<file path="config.mk">
export PLATFORM = sky130hd
export DESIGN_NAME = uart_gcd_engine
export DESIGN_NICKNAME = d
export VERILOG_FILES = /design/src/rtl/uart_gcd_engine.sv
export SDC_FILE = /design/constraint.sdc
export NUM_CORES = 1
export LEC_CHECK = 0
export CORE_MARGIN = 4
export CORE_UTILIZATION = 35
export DETAILED_ROUTE_END_ITERATION = 7
export GPL_TIMING_DRIVEN = 0
export PLACE_DENSITY_LB_ADDON = 0.15
export SYNTH_ARGS = -nofsm -noshare
export SYNTH_HDL_FRONTEND = slang
export SYNTH_SLANG_ARGS = --single-unit
</file>
<file path="constraint.sdc">
create_clock -name clk -period 5.9 [get_ports clk]
set_input_delay 1.475 -clock clk [delete_from_list [all_inputs] [get_ports clk]]
set_output_delay 1.475 -clock clk [all_outputs]
set_load 0.01 [all_outputs]
</file>
<file path="src/rtl/uart_gcd_engine.sv">
// uart_gcd_engine: parses decimal operands from a UART byte stream, echoes
// accepted digits, computes the running GCD of NUM_OPS operands with a
// subtractive Euclid datapath and prints the result as "0x<hex>\r\n".
module uart_gcd_engine #(
  parameter int WIDTH   = 16,  // operand/result width, multiple of 4, 8..32
  parameter int NUM_OPS = 2,   // operands per GCD, 2..8
  parameter int ECHO    = 1    // 1: echo accepted digits on tx
) (
  input  logic             clk,
  input  logic             reset_n,
  input  logic             rx_valid,
  input  logic [7:0]       rx_data,
  output logic             tx_valid,
  output logic [7:0]       tx_data,
  input  logic             tx_ready,
  output logic             busy,
  output logic [WIDTH-1:0] gcd_out,
  output logic             gcd_valid,
  output logic             ovf_err
);

  localparam int NIB    = WIDTH / 4;
  localparam int NBYTES = NIB + 4;            // "0x", nibbles, CR, LF
  localparam int IDXW   = $clog2(NBYTES);
  localparam int OPW    = $clog2(NUM_OPS + 1);

  localparam logic [7:0] CH_CR  = 8'h0D;
  localparam logic [7:0] CH_LF  = 8'h0A;
  localparam logic [7:0] CH_ESC = 8'h1B;

  typedef enum logic [1:0] {S_ENTRY, S_GCD, S_OUT, S_ERR} state_e;

  state_e           state_q;
  logic [WIDTH-1:0] acc_q, g_q, a_q, b_q, gcd_out_q;
  logic [OPW-1:0]   op_idx_q;
  logic [IDXW-1:0]  out_idx_q;
  logic             digit_seen_q, ovf_q;
  logic             tx_valid_q, gcd_valid_q, ovf_err_q;
  logic [7:0]       tx_data_q;

  logic             is_digit;
  logic [WIDTH+3:0] acc_d;
  logic             acc_ovf;
  logic [WIDTH-1:0] nib_src;
  logic [3:0]       nibble;
  int               out_pos;
  logic [7:0]       out_byte_d;
  logic             out_last_d;

  // Decimal accumulate at WIDTH+4 bits so acc*10+9 can never wrap.
  assign is_digit = (rx_data >= 8'h30) && (rx_data <= 8'h39);
  assign acc_d    = ({4'h0, acc_q} << 3) + ({4'h0, acc_q} << 1)
                  + {{WIDTH{1'b0}}, rx_data[3:0]};
  assign acc_ovf  = (acc_d[WIDTH+3:WIDTH] != 4'h0);

  // Nibble for output position 2..NIB+1, MSB first.
  assign out_pos = int'(out_idx_q);
  assign nib_src = gcd_out_q >> (4 * (NIB + 1 - out_pos));
  assign nibble  = nib_src[3:0];

  // Select the byte to present next in S_OUT / S_ERR.
  // NOTE: every variable gets a default first so no latch is inferred.
  always_comb begin
    out_byte_d = CH_LF;
    out_last_d = 1'b0;
    if (state_q == S_ERR) begin
      out_last_d = (out_pos == 2);
      case (out_pos)
        0:       out_byte_d = 8'h45;  // "E"
        1:       out_byte_d = CH_CR;
        default: out_byte_d = CH_LF;
      endcase
    end else begin
      out_last_d = (out_pos == NBYTES - 1);
      if (out_pos == 0)             out_byte_d = 8'h30;  // "0"
      else if (out_pos == 1)        out_byte_d = 8'h78;  // "x"
      else if (out_pos < NIB + 2)   out_byte_d = (nibble < 4'd10) ? (8'h30 + {4'h0, nibble})
                                                                  : (8'h37 + {4'h0, nibble});
      else if (out_pos == NIB + 2)  out_byte_d = CH_CR;
      else                          out_byte_d = CH_LF;
    end
  end

  // Control FSM, datapath and registered outputs.
  // NOTE: all state, datapath included, is reset so the block restarts cleanly mid-computation.
  always_ff @(posedge clk or negedge reset_n) begin
    if (!reset_n) begin
      state_q      <= S_ENTRY;
      acc_q        <= '0;
      g_q          <= '0;
      a_q          <= '0;
      b_q          <= '0;
      gcd_out_q    <= '0;
      op_idx_q     <= '0;
      out_idx_q    <= '0;
      digit_seen_q <= 1'b0;
      ovf_q        <= 1'b0;
      tx_valid_q   <= 1'b0;
      tx_data_q    <= 8'h00;
      gcd_valid_q  <= 1'b0;
      ovf_err_q    <= 1'b0;
    end else begin
      // NOTE: non-blocking assignments keep every register updating from pre-edge values.
      gcd_valid_q <= 1'b0;
      ovf_err_q   <= 1'b0;
      case (state_q)
        S_ENTRY: begin
          if (tx_valid_q && tx_ready) tx_valid_q <= 1'b0;
          if (rx_valid) begin
            if (is_digit) begin
              // A full echo slot drops the digit entirely.
              if (!ovf_q && !tx_valid_q) begin
                if (acc_ovf) begin
                  ovf_q <= 1'b1;
                end else begin
                  acc_q        <= acc_d[WIDTH-1:0];
                  digit_seen_q <= 1'b1;
                  if (ECHO != 0) begin
                    tx_valid_q <= 1'b1;
                    tx_data_q  <= rx_data;
                  end
                end
              end
            end else if (rx_data == CH_CR) begin
              if (digit_seen_q && !tx_valid_q) begin
                acc_q        <= '0;
                digit_seen_q <= 1'b0;
                ovf_q        <= 1'b0;
                if (ovf_q) begin
                  ovf_err_q <= 1'b1;
                  op_idx_q  <= '0;
                  g_q       <= '0;
                  out_idx_q <= '0;
                  state_q   <= S_ERR;
                end else begin
                  op_idx_q <= op_idx_q + OPW'(1);
                  if (op_idx_q == '0) begin
                    g_q <= acc_q;
                  end else begin
                    a_q     <= g_q;
                    b_q     <= acc_q;
                    state_q <= S_GCD;
                  end
                end
              end
            end else if (rx_data == CH_ESC) begin
              acc_q        <= '0;
              digit_seen_q <= 1'b0;
              ovf_q        <= 1'b0;
              op_idx_q     <= '0;
              g_q          <= '0;
            end
          end
        end
        S_GCD: begin
          if (a_q < b_q) begin
            a_q <= b_q;
            b_q <= a_q;
          end else if (b_q != '0) begin
            a_q <= a_q - b_q;
          end else begin
            g_q <= a_q;
            if (op_idx_q == OPW'(NUM_OPS)) begin
              gcd_out_q   <= a_q;
              gcd_valid_q <= 1'b1;
              out_idx_q   <= '0;
              state_q     <= S_OUT;
            end else begin
              state_q <= S_ENTRY;
            end
          end
        end
        S_OUT, S_ERR: begin
          if (!tx_valid_q) begin
            tx_valid_q <= 1'b1;
            tx_data_q  <= out_byte_d;
          end else if (tx_ready) begin
            tx_valid_q <= 1'b0;
            if (out_last_d) begin
              op_idx_q <= '0;
              state_q  <= S_ENTRY;
            end else begin
              out_idx_q <= out_idx_q + IDXW'(1);
            end
          end
        end
        default: state_q <= S_ENTRY;
      endcase
    end
  end

  assign tx_valid  = tx_valid_q;
  assign tx_data   = tx_data_q;
  assign busy      = (state_q != S_ENTRY);
  assign gcd_out   = gcd_out_q;
  assign gcd_valid = gcd_valid_q;
  assign ovf_err   = ovf_err_q;

endmodule

</file>
==> reports/results.env <==
OUTCOME='finished, final reports clean'
PLACE_CONGESTION=0.829
GRT_OVERFLOW=0
DIE-AREA_UM2=21700
CP_MAX_FO=10
START_UTIL_PCT=36.0
WIRELENGTH_PER_CELL_UM=17.8
POWER_FRAC_COMB_PCT=24.2
SYNTH_SEQUENTIAL_AREA_RATIO_PCT=36.8
POST-CTS-SETUP-BUFFERS=0
PLACE.DETAILED.HPWL_UM=15100
NUMBER_OF_GLOBAL_ROUTE_VIAS_BEFORE_REPAIR=5749
POWER.SHARE.SWITCHING_PCT=31.9
YS_SEQ_ELEMENTS=100
TIMING.CRITICAL_PATH.BUF_INV=4
DRIVE_GT1_SHARE_PCT=6.83
CTS-ROOT-TO-SINK-BUFFERS=2
DIE_X_UM=147
YOSYS_WARNINGS=0
LEAKAGE_nW=3.59
WORST_EP_REQUIRED_TIME_NS=6.13
SYNTH_LARGEST_AREA_CELL='dfrtp_1'
SLOWEST_DELAY_NS=0.60
CLKPWRFRAC_PCT=33.4
CLOCK_BUFFERS_CREATED_BY_TRITONCTS=9
CTS_RESIZED=0
HOLD_VIO_CNT_FINAL=0
INTERNAL_POWER_mW=1.28
DETAILEDROUTE.FIRSTPASSITERATIONCOUNT=6
TRANSITION_AT_THE_PIN_WITH_THE_SMALLEST_MAX_TRANSITION_SLACK_NS=0.952
FINALSETUPVIOLCOUNT=0
ANTENNA_CELLS=0
RSZ0062_AT_GRT='false'
CTS.HTREE.LEVELS=3
NET_SWITCHING_uW=598
CORE_AREA_UM2=18900
AREA_GROWTH_SYN_TO_LAYOUT_PCT=15.4
CTS_TREE='yes'
LAYOUT_MIN_CYCLE_TIME_NS=5.52
DP_WORST_SETUP_SLACK_NS=-0.0789
GRT_START_MAX_NET_PINS=52
WORSTHOLDPATHTYPE='reg -> reg'
ANTENNA_LEFT=0
VIAS=5850
WORST_CLOCK_SKEW_NS=0.0125
TOP_FLIP_FLOP_CELL_BY_INSTANCE_COUNT_AFTER_SYNTHESIS='dfrtp_1'
SYN-INSTANCE-COUNT=779
SYNTH.CELL_AREA_UM2=6800
VIAS_CELL=5.34
POSTLAYOUTSETUPSLACKWORST_NS=0.383
POST-ROUTE-CELL-AREA_UM2=7850
SYNTH.TOP_CELL.AREA_SHARE_PCT=36.8
STD_CELL_ROWS=50
POSTSYNTH.ASYNCRESETSHARE_PCT=100
POST_CTS_CLOCK_SLEW_AT_THE_LAUNCH_AND_CAPTURE_REGISTERS_OF_THE_WORST_SETUP_AND_HOLD_PATHS_NS=0.08
TIMING.CRITICAL_PATH.CELLS='clkdlybuf4s50_1 -> inv_1 -> fa_1 -> inv_1 -> ha_1 -> a211oi_1 -> o21ai_0 -> a21oi_1 -> nand2_1 -> o22a_1 -> a2111oi_0 -> o21ai_1 -> buf_2 -> a22o_1'
CLOCKROOTBUFFER='clkbuf_16'
NETLIST-CELL-TYPE-COUNT=61
SYNTHESIS.NETS=850
WORSTPATHARRIVAL_NS=5.75
FINALNETCOUNT=901
MAXCAPVIOLATIONS=0
CLOCK_LATENCY_ON_THE_WORST_SKEW_PAIR_NS=0.35
CP_TOP_FAMILY='compound AO/OA/AOI/OAI gates'
GRT_USAGE_PCT=18.4
DRT_ITER0_DRC=325
GRT_FIRST_PASS_WIRELENGTH_UM=31700
NUMBER_OF_ANTENNA_VIOLATIONS_AT_THE_FIRST_CHECK_IN_GLOBAL_ROUTING=0
PROPORTION_OF_POWER_DRAWN_BY_FLIP_FLOPS_AND_LATCHES_PCT=42.4
POWER.DENSITY_CELL_AREA_nW_PER_UM2=239
TOP_LEVEL_PORTS=40
PORTBUFFERS=39
NUMBER_OF_FLOPS_MAPPED_TO_ENABLE_CELLS_BY_YOSYS=0
SLEW_HEADROOM_PCT=36.1
FILLERINSTANCES=1956
CTS.HOLD.BUFFERS_ADDED=0
DIE-HEIGHT_UM=147
SETUP.WORST_PATH.CLASS='in -> reg'
FINAL.HOLD.WORST_SLACK_NS=0.491
FINAL-MAX-SLEW-VIOLATION-COUNT=0
ENDPOINT_KIND='flip-flop'
SYN-MEAN-INSTANCE-AREA_UM2=8.73
VDD_IR_DROP_MAX_V=0.000146
DETAIL_ROUTE.DRC_VIOLATIONS=0
WL_UM=19500
CTS_NUM_SINKS=100
PATH_COMMON_CELL='inv_1'
PLACED_CELL_AREA_UM2=7540
HIGHEST_ACHIEVABLE_CLOCK_RATE_MHz=181
LAYOUT_WORST_PATH_CYCLE_SHARE_PCT=93.5
POST-LAYOUT-TOTAL-POWER_mW=1.88
LIBRARY_CELL_CONTRIBUTING_THE_LARGEST_SINGLE_DELAY_ON_THE_CRITICAL_PATH='fa_1'
POST_SYNTH_MAIN_AREA_CONTRIBUTORS='dfrtp_1, ha_1, nand2_1, nor2_1, a31oi_1'
WORSTSETUPSTARTPOINTTYPE='input pin'
## through the flow
stage	cells	utilization [%]	setup TNS, ns
after floorplan	779	-	0
after global placement	1078	39.8	-68.57
after detailed placement	1079	39.9	-0.710
after CTS	1095	41.6	0
after global routing	1095	41.6	0
final	1095	41.6	0
## worst reg2reg max path, cell delays in order (launching register included)
cell	delay (ns)
dfrtp_1	0.44
inv_1	0.08
ha_1	0.22
fa_1	0.39
nand2b_1	0.20
a21oi_1	0.26
a2111oi_1	0.16
o211a_1	0.29
o31ai_2	0.83
a31oi_1	0.17
nor2_1	0.37
clkbuf_1	0.50
nor2_1	0.08
a31oi_1	0.17
## synthesized netlist by cell type (3+ instances only)
library cell,count
a22o_1,18
o21ai_0,47
o21a_1,9
clkbuf_1,25
mux2_2,20
a21oi_1,40
ha_1,56
dfrtp_1,100
nand2b_1,13
nand3_1,19
a21o_1,13
nor2b_1,6
fa_1,3
o211a_1,3
a211oi_1,9
nor2_1,93
nor3b_1,3
nor3_1,13
mux4_2,4
nand2_1,93
xnor2_1,14
or3_1,6
xor2_1,6
nand4_1,4
buf_2,7
o211ai_1,8
nor4_1,6
o31ai_1,6
mux2i_1,4
a31oi_1,38
and2_1,5
and3_1,3
o21bai_1,5
inv_1,44
## power by group through the flow
stage	registers (mW)	logic (mW)	clock network (mW)
floorplan	0.802	0.287	0
global placement	0.810	0.454	0
detailed placement	0.809	0.454	0
CTS	0.795	0.458	0.636
global route	0.806	0.515	0.664
finish	0.795	0.454	0.626
## flip-flops by register name, indices dropped and copies added (netlist names)
| register | cells |
|---|---|
| a_q | 16 |
| acc_q | 16 |
| b_q | 16 |
| g_q | 16 |
| gcd_out | 16 |
| tx_data | 8 |
| out_idx_q | 3 |
| op_idx_q | 2 |
| state_q | 2 |
| digit_seen_q | 1 |
| gcd_valid | 1 |
| ovf_err | 1 |
| ovf_q | 1 |
| tx_valid | 1 |
## area by class of cell
type	count	area, um^2	share of cell area, %
Multi-Input combinational cell	601	3990	50.8
Inverter	44	165	2.10
Sequential cell	100	2500	31.9
Buffer	34	144	1.83
Clock inverter	7	82.6	1.05
Tap cell	260	325	4.14
Clock buffer	9	225	2.87
Timing Repair Buffer	40	415	5.29
## cell families (layout without fill, tap and decap cells)
kind of cell | after synthesis | in the layout | share of synthesized area, %
and+or+nand+nor | 272 | 272 | 18.1
AOI/OAI and AO/OA | 222 | 222 | 21.6
DFF | 100 | 100 | 36.8
buffers and inverters | 78 | 134 | 4.54
adders and majority gates | 59 | 59 | 11.2
muxes | 28 | 28 | 5.22
xor gates and xnor gates | 20 | 20 | 2.57
## cell usage in the layout (no fill, tap or decap), drive strengths merged, types with 7 or more instances in the layout
cell and count:
a211oi 9, clkdlybuf4s50 38, nor2 93, o211ai 8, a31oi 38, a22o 18, nand3 19, nand2b 13
buf 11, nor3 13, a21oi 42, o31ai 7, nand2 93, o21ai 49, xnor2 14, clkbuf 34
dfrtp 100, ha 56, inv 47, a21o 13, o21a 9, nor4 7, mux2 20
## worst paths after layout
| path | startpoint | to | slack (ns) | cells past startpoint |
|---|---|---|---|---|
| min | tx_data[7]$_DFFE_PN0P_ | tx_data[7]$_DFFE_PN0P_ | 0.49 | 1 |
| max in group asynchronous | reset_n | b_q[12]$_DFFE_PN0P_ | 4.01 | 2 |
| min reg2reg | tx_data[7]$_DFFE_PN0P_ | tx_data[7]$_DFFE_PN0P_ | 0.49 | 1 |
| max | rx_data[3] | acc_q[11]$_DFFE_PN0P_ | 0.38 | 14 |
| min in group asynchronous | reset_n | acc_q[4]$_DFFE_PN0P_ | 1.19 | 1 |
| max reg2reg | a_q[0]$_DFFE_PN0P_ | g_q[15]$_DFFE_PN0P_ | 1.64 | 13 |
## routing by layer
| layer | wire length [um] | track usage, % | up-vias | share of wire (%) |
|---|---|---|---|---|
| met2 | 8520 | 28.4 | 102 | 44 |
| met3 | 587 | 2.91 | 20 | 3.0 |
| met4 | 478 | 5.27 | 0 | 2.5 |
| li1 | - | - | 2911 | - |
| met5 | 0 | 0 | - | 0 |
| met1 | 9910 | 26.8 | 2817 | 51 |
Note: power is estimated with default switching activity, not from simulation.
